===== config.mk =====
export PLATFORM = sky130hd
export DESIGN_NAME = pipe_adder
export DESIGN_NICKNAME = d
export VERILOG_FILES = /design/src/rtl/pipe_adder_pkg.sv /design/src/rtl/adder_seg.sv /design/src/rtl/pipe_adder.sv
export SDC_FILE = /design/constraint.sdc
export NUM_CORES = 1
export LEC_CHECK = 0
export BUFFER_PORTS_ARGS = -buffer_cell sky130_fd_sc_hd__buf_4
export CAP_MARGIN = 10
export CORE_MARGIN = 2
export CORE_UTILIZATION = 45
export CTS_CLUSTER_SIZE = 8
export DETAILED_ROUTE_END_ITERATION = 8
export PLACE_DENSITY = 0.68
export SKIP_LAST_GASP = 1
export SYNTH_ARGS = -nofsm -noshare
export SYNTH_HDL_FRONTEND = slang
export SYNTH_SLANG_ARGS = --single-unit
export TNS_END_PERCENT = 5

===== constraint.sdc =====
create_clock -name clk -period 3.23 [get_ports clk]
set_input_delay 0 -clock clk [delete_from_list [all_inputs] [get_ports clk]]
set_output_delay 0 -clock clk [all_outputs]
set_load 0.05 [all_outputs]

===== src/rtl/pipe_adder_pkg.sv =====
// Shared definitions for the pipelined add/subtract unit.
// Optional overflow output is enabled with the PIPE_ADDER_OVF_EN macro.
package pipe_adder_pkg;

  // Bits added per pipeline stage unless a user overrides SEG_W.
  localparam int SEG_W_DEFAULT = 4;

  // Number of pipeline stages needed to cover a width.
  function automatic int nseg(input int width, input int seg_w);
    return width / seg_w;
  endfunction

  // Control part of one stage record. The segment sum travels next to it
  // because its width depends on SEG_W.
  typedef struct packed {
    logic valid;
    logic carry;
  } seg_ctl_t;

endpackage


===== src/rtl/adder_seg.sv =====
// One registered SEG_W-bit add stage: sum and carry out are captured when en is high.
// With PIPE_ADDER_OVF_EN defined it also registers the carry into its MSB.
module adder_seg
  import pipe_adder_pkg::*;
#(
  parameter int SEG_W = SEG_W_DEFAULT
) (
  input  logic             clk,
  input  logic             rst_n,
  input  logic             en,
  input  logic             valid,
  input  logic [SEG_W-1:0] a,
  input  logic [SEG_W-1:0] b,
  input  logic             cin,
  output seg_ctl_t         ctl,
  output logic [SEG_W-1:0] sum
`ifdef PIPE_ADDER_OVF_EN
  ,
  output logic             msb_carry
`endif
);

  logic [SEG_W:0] total;

  // Segment add with one extra bit to hold the carry out.
  // NOTE: every always_comb output gets a value on every path, so no latch is inferred.
  always_comb begin
    total = {1'b0, a} + {1'b0, b} + {{SEG_W{1'b0}}, cin};
  end

  // Stage register: holds its contents when the pipeline is stalled.
  // NOTE: state is written with non-blocking assignments so all stages update together.
  always_ff @(posedge clk or negedge rst_n) begin
    if (!rst_n) begin
      ctl <= '0;
      sum <= '0;
    end else if (en) begin
      ctl.valid <= valid;
      ctl.carry <= total[SEG_W];
      sum       <= total[SEG_W-1:0];
    end
  end

`ifdef PIPE_ADDER_OVF_EN
  // Carry into the MSB is recovered from the MSB sum bit and the two MSB operand bits.
  always_ff @(posedge clk or negedge rst_n) begin
    if (!rst_n) begin
      msb_carry <= 1'b0;
    end else if (en) begin
      msb_carry <= total[SEG_W-1] ^ a[SEG_W-1] ^ b[SEG_W-1];
    end
  end
`endif

endmodule


===== src/rtl/pipe_adder.sv =====
// Pipelined WIDTH-bit add/subtract unit, one SEG_W-bit segment per stage with
// the carry registered between stages and valid/ready flow control.
// Define PIPE_ADDER_OVF_EN to add the out_ovf two's-complement overflow port.
module pipe_adder
  import pipe_adder_pkg::*;
#(
  parameter int WIDTH = 16,
  parameter int SEG_W = SEG_W_DEFAULT
) (
  input  logic             clk,
  input  logic             rst_n,
  input  logic             in_valid,
  output logic             in_ready,
  input  logic [WIDTH-1:0] in_a,
  input  logic [WIDTH-1:0] in_b,
  input  logic             in_cin,
  input  logic             in_sub,
  output logic             out_valid,
  input  logic             out_ready,
  output logic [WIDTH-1:0] out_sum,
`ifdef PIPE_ADDER_OVF_EN
  output logic             out_ovf,
`endif
  output logic             out_cout
);

  localparam int NSEG = nseg(WIDTH, SEG_W);

  if ((WIDTH % SEG_W) != 0 || NSEG < 1) begin : g_bad_cfg
    $error("pipe_adder: WIDTH must be a non-zero multiple of SEG_W");
  end

  logic                       advance;
  logic [WIDTH-1:0]           b_eff;
  logic                       c_eff;
  seg_ctl_t [NSEG-1:0]        ctl;
  logic [NSEG-1:0][SEG_W-1:0] seg_sum;
`ifdef PIPE_ADDER_OVF_EN
  logic [NSEG-1:0]            msb_c;
`endif

  // Whole pipeline moves when the output slot is empty or being taken.
  always_comb begin
    advance  = !ctl[NSEG-1].valid || out_ready;
    in_ready = advance;
  end

  // Subtract is A + ~B + ~borrow, so only B and the carry-in change.
  always_comb begin
    b_eff = in_sub ? ~in_b : in_b;
    c_eff = in_sub ? ~in_cin : in_cin;
  end

  for (genvar k = 0; k < NSEG; k++) begin : g_stage
    logic [SEG_W-1:0] a_k;
    logic [SEG_W-1:0] b_k;
    logic             c_k;
    logic             v_k;

    if (k == 0) begin : g_first
      // Stage 0 takes its segment and carry straight from the inputs.
      always_comb begin
        a_k = in_a[SEG_W-1:0];
        b_k = b_eff[SEG_W-1:0];
        c_k = c_eff;
        v_k = in_valid;
      end
    end else begin : g_skew
      logic [SEG_W-1:0] a_dly [k];
      logic [SEG_W-1:0] b_dly [k];

      // Skew chain: operand segment k waits k cycles to meet its incoming carry.
      // NOTE: these delay arrays are reset because the outputs must read zero after reset.
      always_ff @(posedge clk or negedge rst_n) begin
        if (!rst_n) begin
          for (int j = 0; j < k; j++) begin
            a_dly[j] <= '0;
            b_dly[j] <= '0;
          end
        end else if (advance) begin
          a_dly[0] <= in_a[k*SEG_W +: SEG_W];
          b_dly[0] <= b_eff[k*SEG_W +: SEG_W];
          for (int j = 1; j < k; j++) begin
            a_dly[j] <= a_dly[j-1];
            b_dly[j] <= b_dly[j-1];
          end
        end
      end

      // Later stages take the delayed operands and the previous stage's carry.
      always_comb begin
        a_k = a_dly[k-1];
        b_k = b_dly[k-1];
        c_k = ctl[k-1].carry;
        v_k = ctl[k-1].valid;
      end
    end

    adder_seg #(.SEG_W(SEG_W)) u_seg (
      .clk      (clk),
      .rst_n    (rst_n),
      .en       (advance),
      .valid    (v_k),
      .a        (a_k),
      .b        (b_k),
      .cin      (c_k),
      .ctl      (ctl[k]),
`ifdef PIPE_ADDER_OVF_EN
      .msb_carry(msb_c[k]),
`endif
      .sum      (seg_sum[k])
    );
  end

  for (genvar k = 0; k < NSEG - 1; k++) begin : g_deskew
    localparam int D = NSEG - 1 - k;
    logic [SEG_W-1:0] r_dly [D];

    // De-skew chain: result segment k waits until the top segment is done.
    always_ff @(posedge clk or negedge rst_n) begin
      if (!rst_n) begin
        for (int j = 0; j < D; j++) begin
          r_dly[j] <= '0;
        end
      end else if (advance) begin
        r_dly[0] <= seg_sum[k];
        for (int j = 1; j < D; j++) begin
          r_dly[j] <= r_dly[j-1];
        end
      end
    end

    assign out_sum[k*SEG_W +: SEG_W] = r_dly[D-1];
  end

  assign out_sum[(NSEG-1)*SEG_W +: SEG_W] = seg_sum[NSEG-1];

  // Output slot is the last stage register.
  always_comb begin
    out_valid = ctl[NSEG-1].valid;
    out_cout  = ctl[NSEG-1].carry;
`ifdef PIPE_ADDER_OVF_EN
    out_ovf   = msb_c[NSEG-1] ^ ctl[NSEG-1].carry;
`endif
  end

endmodule


**Word-level counts from Yosys, hierarchy flattened**

Index checks and enable logic that the tools add are counted.

- Bits in read-only memories: 0
- Memories: 0
- Word-level logic and storage cells: 44
- Input port bits: 38
- Latch bits: 0
- Bits in writable memories: 0
- Register bits after elaboration: 96

- Reductions and logical operators: 2
- Order comparisons: 0
- Equal/unequal tests: 0
- Multipliers: 0
- Bitwise gates (word level): 2
- Multiplexer cells: 2
- $add $sub $neg: 8
- Div/mod/pow operators: 0
- Shift operators: 0

Operator list:

| operator | count |
|---|---|
| 4-bit by 4-bit adder with 5-bit output | 4 |
| 5-bit by 1-bit adder with 5-bit output | 4 |
| 16-bit two-way mux | 1 |
| 16-bit NOT | 1 |
| 1-bit zero test | 1 |
| 1-bit logical OR | 1 |
| 1-bit two-way mux | 1 |
| 1-bit NOT | 1 |

**Logic depth before layout (Yosys ltp)**

Gate-level depths: netlist of the first run.

- Depth after elaboration: 4
- Gate-level depth with buffers: 9

**Cells and area by module**

Synthesis of the first run repeated with hierarchy kept, for this count alone.

- Cells, all modules: 316
- Area, all modules: 4,848.4 sq um

Modules (own cells, without submodules):

| module | area each (sq um) | seq. area each (sq um) | cells each | times used |
|---|---|---|---|---|
| pipe_adder | 3,276.9 | 1,801.7 | 180 | 1 |
| adder_seg | 392.9 | 150.1 | 34 | 4 |

**Worst setup path after synthesis of the first run**

OpenSTA, ideal clock, no wires.

- Path type: reg-to-reg
- Start: register g_stage[2].g_skew.a_dly (netlist bit g_stage[2].a_k[0])
- End: register g_stage[2].u_seg.ctl[0] (netlist name)
- Period minus slack after synthesis: 1.564 ns
- Setup time: 0.077 ns
- Path slack: 1.666 ns
- Data required time: 3.153 ns
- Stages on the path, launching flop included: 7
- Arrival time: 1.486 ns
- Cell sequence: dfrtp_1 > inv_1 > fa_1 > fa_1 > nor2b_1 > o21ai_0 > a21oi_1

- Longest elaborated chain between the ends: 2

RTL lines:

| item | RTL line | RTL |
|---|---|---|
| start, declared | pipe_adder.sv:69 | `logic [SEG_W-1:0] a_dly [k];` |
| start signal, assigned by index | pipe_adder.sv:84 | `a_dly[j] <= a_dly[j-1];` |
| 4-bit by 4-bit adder with 5-bit output | adder_seg.sv:28 | `total = {1'b0, a} + {1'b0, b} + {{SEG_W{1'b0}}, cin};` |
| 5-bit by 1-bit adder with 5-bit output | adder_seg.sv:28 |  |

Every way passes these cells.
A chain may end at the register's enable or synchronous reset.

**Worst setup path after layout of the first run**

- Start: register g_stage[2].g_skew.a_dly (netlist bit g_stage[2].a_k[0])
- End: register g_stage[2].u_seg.ctl[0] (netlist name)

- Longest elaborated chain between the ends: 2

RTL lines:

| item | RTL line |
|---|---|
| 4-bit by 4-bit adder with 5-bit output | adder_seg.sv:28 |
| 5-bit by 1-bit adder with 5-bit output | adder_seg.sv:28 |

Every way passes these cells.

==> run metrics, run 1 <==
critical path required time 3.51 ns; Gates resized, CTS repair 0; final wirelength 7340 microns; RSZ-0062 raised after global routing no; Final Total Pwr 4750 uW; root buf cell clkbuf_8; Post-route DRC 0; area leader, netlist dfrtp_1; vias after detailed routing 3,007; Post-CTS Setup Repair Bufs 0; clock transition at the registers of the reported paths 0.09 ns; status completed; Num CTS Buffers 9; count of different cell masters after synthesis 25; Hold Path Class primary input to flip-flop; PortBufs 56; Area contributors post-synth dfrtp_1, nand2_1, o21ai_0; pin count of the biggest net entering global routing 99; final slew viol count 0; Synth Area in Compound Gates 6.84%; number of synthesized flops with an enable pin 0; most common library cells after synthesis nand2_1, dfrtp_1, o21ai_0, inv_1, buf_4; Max Cap Viol 0; first-pass GRT wire length 12,900 microns; share of layout cells above drive strength 1 15.6%; Tmin final around 1.7 ns; Synth Register Bits 96; post-synthesis mux area share 0%; synthesized net count 520; placed instance count 620; clock latency on the worst-skew pair ~0.35 ns; fmax 593 MHz; TritonCTS clock tree done; initial DRC count 120; Final Hold Viols 0; top-count cell post-synth nand2_1; TNS Setup 0 ns; prevailing post-synth register cell dfrtp_1; Crit Path Max Fanout 2; Mapped Area 0.00433 sq mm; vias in the first global route a little under 3,000; H-Tree Depth 3; syn_area_per_cell 9.38 sq um; total gr overflow 0; Synth Instances approximately 460; largest family of logic cells by synthesized area simple AND/OR/NAND/NOR gates; ys async rst share 100%; hpwl dp ~4900 microns; post-synthesis xor/xnor area fraction 4.04%; core area 0.00928 sq mm; Starting Density between 40% and 50%; Cell Area, Placed 0.00475 sq mm; worst-margin pin slew just over 0.9 ns; Die Y 102 microns; DIE AREA 0.0104 sq mm; area share of the leading cell type in the synthesized netlist 55.4%; chip width between 100 and 150 microns; Pwr Density 913 mW/mm^2; Final Instance Count excl. Fillers approximately 660; n_diodes 0; ANT nets after route 0; Seq/Total Area, Yosys between 50% and 60%; Setup CP Type flip-flop to flip-flop; simple-gate share of the synthesized area 19.9%; Boundary Pins 57; worst hold margin 0.0225 ns; # setup viols final 0; Avg WL per Cell 11.1 microns; Final Instance Area between 0.005 and 0.006 sq mm; Final Cycle Share 52.2%; area growth from synthesis to layout 20.2%; initial antenna violation count 0; Arrival @ worst endpoint roughly 2.0 ns; Pre-antenna DRT Iters 6; FP Rows 35; Tot GR Track Use between 15 and 20%; fill count 867; Worst Clk Skew 0.00859 ns; Synth Area in Adders 7.16%; clock sink count between 90 and 100; peak supply drop 361 uV; RD Place Congestion just over 0.8; CTS Hold Bufs 26; DR vias/cell ~4.5; worst rel slew slack 39.0%; Critical Path Start Type flip-flop; P_leak approximately 0.0027 uW; critical path endpoint category flip-flop; NumNets Final 586; CTS Buffer Depth 2; Yosys Warn Count 0
## where the power goes
group / total, uW / switching [uW] / internal, uW
registers: 2020 / 283 / 1740
logic: 1960 / 1230 / 732
clock network: 771 / 387 / 384
## cell families after synthesis
kind of cell    Yosys count
fa+ha+maj                20
flops                    96
compound gates           52
xor+xnor                 20
buf+inv                  50
simple gates            224
## stage by stage
step	worst slack, ns	util [%]
after floorplan	1.67	-
after global placement	1.61	51.1
after detailed placement	1.52	51.1
after CTS	1.54	56.1
after global routing	1.41	56.1
final	1.54	56.1
## sequential cells by signal, indices dropped and copies added (netlist names)
signal / cells
g_deskew.r_dly: 16
g_stage.u_seg.sum: 16
g_stage.a_k: 12
g_stage.b_k: 12
g_stage.g_skew.a_dly: 12
g_stage.g_skew.b_dly: 12
g_stage.u_seg.ctl: 8
out_sum: 8
## placed cells by master, fill, tap and decap left out
cell type      instances
a21o_1                 3
a21oi_1                6
a21oi_2                5
a22oi_1                1
buf_12                 1
buf_4                 59
clkbuf_8              14
clkinv_2               2
dfrtp_1               96
dlygate4sd3_1         26
fa_1                   8
ha_1                  12
inv_1                 18
inv_2                  1
nand2_1              204
nand2b_1               1
nor2_1                12
nor2b_1                5
nor2b_4                1
nor3_1                 1
o21a_1                 2
o21ai_0               33
o21ai_1                1
o31ai_1                1
xnor2_1               11
xor2_1                 9
## routing by layer
metal	track usage, %	vias to the layer above	share of wire [%]
met5	0	-	0
met4	6.05	0	1.7
met3	2.67	10	2.8
met2	25.2	43	45
met1	21.3	1400	50
li1	-	1554	-
## worst max-delay path: stages, from the launching register on
cell	delay (ns)
dfrtp_1	0.33
inv_1	0.06
fa_1	0.45
fa_1	0.40
nor2b_1	0.16
o21ai_0	0.10
a21oi_1	0.12
## final timing paths
check / startpoint / endpoint / slack (ns) / cells past startpoint
max: g_stage[2].a_k[0] / g_stage[2].u_seg.ctl[0] / 1.54 / 6
min: in_a[0] / g_stage[0].u_seg.sum[0] / 0.02 / 4
max reg2reg: g_stage[2].a_k[0] / g_stage[2].u_seg.ctl[0] / 1.54 / 6
min reg2reg: g_stage[2].u_seg.ctl[1] / g_stage[2].u_seg.ctl[1] / 0.47 / 2
max in group asynchronous: rst_n / g_stage[2].a_k[3] / 2.20 / 3
min in group asynchronous: rst_n / g_stage[1].a_k[2] / 0.30 / 2
## layout make-up
type,instances,area [sq um],share of cell area [%]
multi-input combinational,316,1650,31.7
tap,129,161,3.10
timing repair buffer,86,723,13.9
clock inverter,2,10.0,0.192
inverter,19,71.3,1.37
clock buffer,14,193,3.70
sequential,96,2400,46.1
No activity file was read; power rests on OpenSTA's default activity.
==> inputs of run 2 (changes only) <==
--- a/config.mk
+++ b/config.mk
@@ -11,7 +11,7 @@
 export CORE_UTILIZATION = 45
 export CTS_CLUSTER_SIZE = 8
 export DETAILED_ROUTE_END_ITERATION = 8
-export PLACE_DENSITY = 0.68
+export PLACE_DENSITY = 0.7
 export SKIP_LAST_GASP = 1
 export SYNTH_ARGS = -nofsm -noshare
 export SYNTH_HDL_FRONTEND = slang
==> constraint.sdc (replaced) <==
create_clock -name clk -period 1.4 [get_ports clk]
set_input_delay 0 -clock clk [delete_from_list [all_inputs] [get_ports clk]]
set_output_delay 0 -clock clk [all_outputs]
set_load 0.05 [all_outputs]
==> run 2 against run 1 <==
Net effect:
- the flow now finishes with violations (setup timing)
- flip-flop and latch count unchanged
- worst hold slack improved by 0.026 ns
- die area unchanged
- non-clock buffer count increased by 13
- global-route usage increased by 1.1 points
- clock skew about the same
- count of clock-buffer cells in the layout decreased by 4
- critical path type unchanged
==> run metrics, run 2 (synthesis gave the netlist of run 1 again) <==
Tot GR Track Use 16.7% (+1.1 points); FP Rows 35 (unchanged); clock sink count 96 (unchanged); top flop regs g_deskew.r_dly: 16 flops, g_stage.u_seg.sum: 16 flops; commonest non-fill, non-tap cell in the layout nand2_1; crit path from g_stage[2].a_k[0]; hpwl dp 5390 microns (+10%); RD Place Congestion 0.780 (-6.2%); worst-margin pin slew 0.480 ns (-0.435 ns); initial antenna violation count 0 (unchanged); Post-route DRC 0 (unchanged); CTS Buffer Depth 2 (unchanged); most frequent cells in the layout nand2_1, dfrtp_1, buf_4, o21ai_0, dlygate4sd3_1; Setup CP Type flip-flop to flip-flop; PortBufs 56 (unchanged); Num CTS Buffers 9 (unchanged); CP max-delay cell fa_2; DR vias/cell 4.49 (-1.2%); H-Tree Depth 3 (unchanged); first-pass GRT wire length 13,700 microns (+6.3%); TritonCTS clock tree done; critical path endpoint category flip-flop; core area 0.00928 sq mm (unchanged); Tmin final 1.55 ns (-0.133 ns); Hold Path Class primary input to flip-flop; Starting Density 46.7% (unchanged); hold path startpoint in_a[0]; status finished, violations left; RSZ-0062 raised after global routing yes; placed instance count 632 (+1.9%); Boundary Pins 57 (unchanged); vias after detailed routing 3,030 (+0.76%); fill count 843 (-2.8%); P_leak 0.00275 uW (+2.9%); Pre-antenna DRT Iters 4 (-2); Critical Path Stages 6 (unchanged); root buf cell clkbuf_8; post-route setup slack -0.153 ns (-1.70 ns); # setup viols final 13 (+13); Avg WL per Cell 11.4 microns (+2.7%); n_diodes 0 (unchanged); Arrival @ worst endpoint 1.83 ns (-0.14 ns); Die Y 102 microns (unchanged); reg2reg path depth 6 (unchanged); Max stage delay on crit path 0.40 ns (-0.05 ns); area growth from synthesis to layout 25.1%; Final Hold Viols 0 (unchanged); Final Cycle Share 111% (+59 points); Max Cap Viol 0 (unchanged); peak supply drop 899 uV (+150%); chip width 102 microns (unchanged); DIE AREA 0.0104 sq mm (unchanged); worst rel slew slack 68.0% (+29 points); cell family with most CP delay adder cells; ANT nets after route 0 (unchanged); initial DRC count 118 (-1.7%); clock latency on the worst-skew pair 0.35 ns (about the same); clock transition at the registers of the reported paths 0.09 ns (about the same); final wirelength 7680 microns (+4.7%); final slew viol count 0 (unchanged); Worst Clk Skew 0.00810 ns (-0.000485 ns); fmax 644 MHz (+8.6%); Hold Path Depth 4 (unchanged); vias in the first global route 3,071 (+5.1%); CP Buf/Inv Count 1 (unchanged); share of layout cells above drive strength 1 19.2% (+3.7 points); sequence of cells on the critical path inv_1 -> fa_2 -> fa_2 -> nor2b_2 -> o21ai_0 -> a21oi_1; Critical Path Start Type flip-flop; critical path required time 1.67 ns (-1.84 ns); Final Instance Count excl. Fillers 675 (+2.0%); pin count of the biggest net entering global routing 69 (-30%); NumNets Final 599 (+2.2%); failing checks setup timing; reg-to-reg critical path startpoint g_stage[2].a_k[0]; Crit Path Max Fanout 2 (unchanged); Final Core Density 58.4% (+2.3 points); Pwr Density 2130 mW/mm^2 (+130%); total gr overflow 0 (unchanged); CP most frequent cell fa_2
-- run 2: cell count changes in the layout (fill, tap and decap cells not counted), sizes merged --
cell / change
bufinv: +2
clkinv: -2
inv: +1
clkinvlp: +3
buf: +13
clkbuf: -4
-- run 2: worst paths after layout --
| kind | slack, ns | endpoint |
|---|---|---|
| worst max-delay path | -0.15 | g_stage[2].u_seg.ctl[0] |
| worst min-delay path | 0.05 | g_stage[0].u_seg.sum[0] |
| worst max register to register | -0.15 | g_stage[2].u_seg.ctl[0] |
| worst min register to register | 0.46 | g_stage[2].u_seg.ctl[1] |
| max in group asynchronous | 0.67 | g_stage[2].u_seg.sum[2] |
| min in group asynchronous | 0.15 | g_stage[1].u_seg.sum[1] |
-- run 2: area by class of cell --
type / count / area, sq um / share of cell area [%]
flip-flops and latches: 96 / 2400 / 44.4
multi-input cells: 316 / 1680 / 31.0
repair buffers: 99 / 883 / 16.3
well taps: 129 / 161 / 2.98
clock buffers: 10 / 128 / 2.36
clock inverters: 6 / 91.3 / 1.69
inverters: 19 / 71.3 / 1.32
-- run 2: metal layers --
| layer | wire length, microns | GRT usage [%] | part of all wire [%] |
|---|---|---|---|
| met1 | 3760 | 22.4 | 49 |
| met2 | 3570 | 27.5 | 47 |
| met3 | 260 | 3.63 | 3.4 |
| met4 | 83 | 4.62 | 1.1 |
| met5 | 0 | 0 | 0 |
-- run 2: repair_timing --
item	4_1_cts	5_1_grt
hold endpoints to repair	84	0
resized for setup	3	2
buffers inserted	0	1
gates cloned	0	0
hold buffers	26	0
endpoints found under the setup margin	13	13
-- run 2: tightest hold or removal path, delay by kind of cell --
family / cells / cell delay, ns
adder cells (fa/ha/maj): 1 / 0.18
buffers and inverters: 1 / 0.09
AND/OR/NAND/NOR: 2 / 0.09
-- run 2: through the flow --
step	power [uW]	setup TNS [ns]	area [sq um]	hold WS, ns	setup slack, ns
detailed placement	9570	-1.53	4920	0.00121	-0.219
floorplan	8300	-0.584	4370	-0.296	-0.107
global placement	9370	-1.04	4920	-0.00201	-0.152
global route	12500	-2.49	5420	0.0686	-0.249
CTS	11600	-1.40	5410	0.0314	-0.182
finish	11500	-1.24	5420	0.0486	-0.153
-- run 2: where the power goes --
part	leakage (uW)	internal (uW)	switching, uW
Clock	0.0000991	1010	941
Combinational	0.00149	1950	2960
Sequential	0.00116	4010	661
Total	0.00275	6970	4560
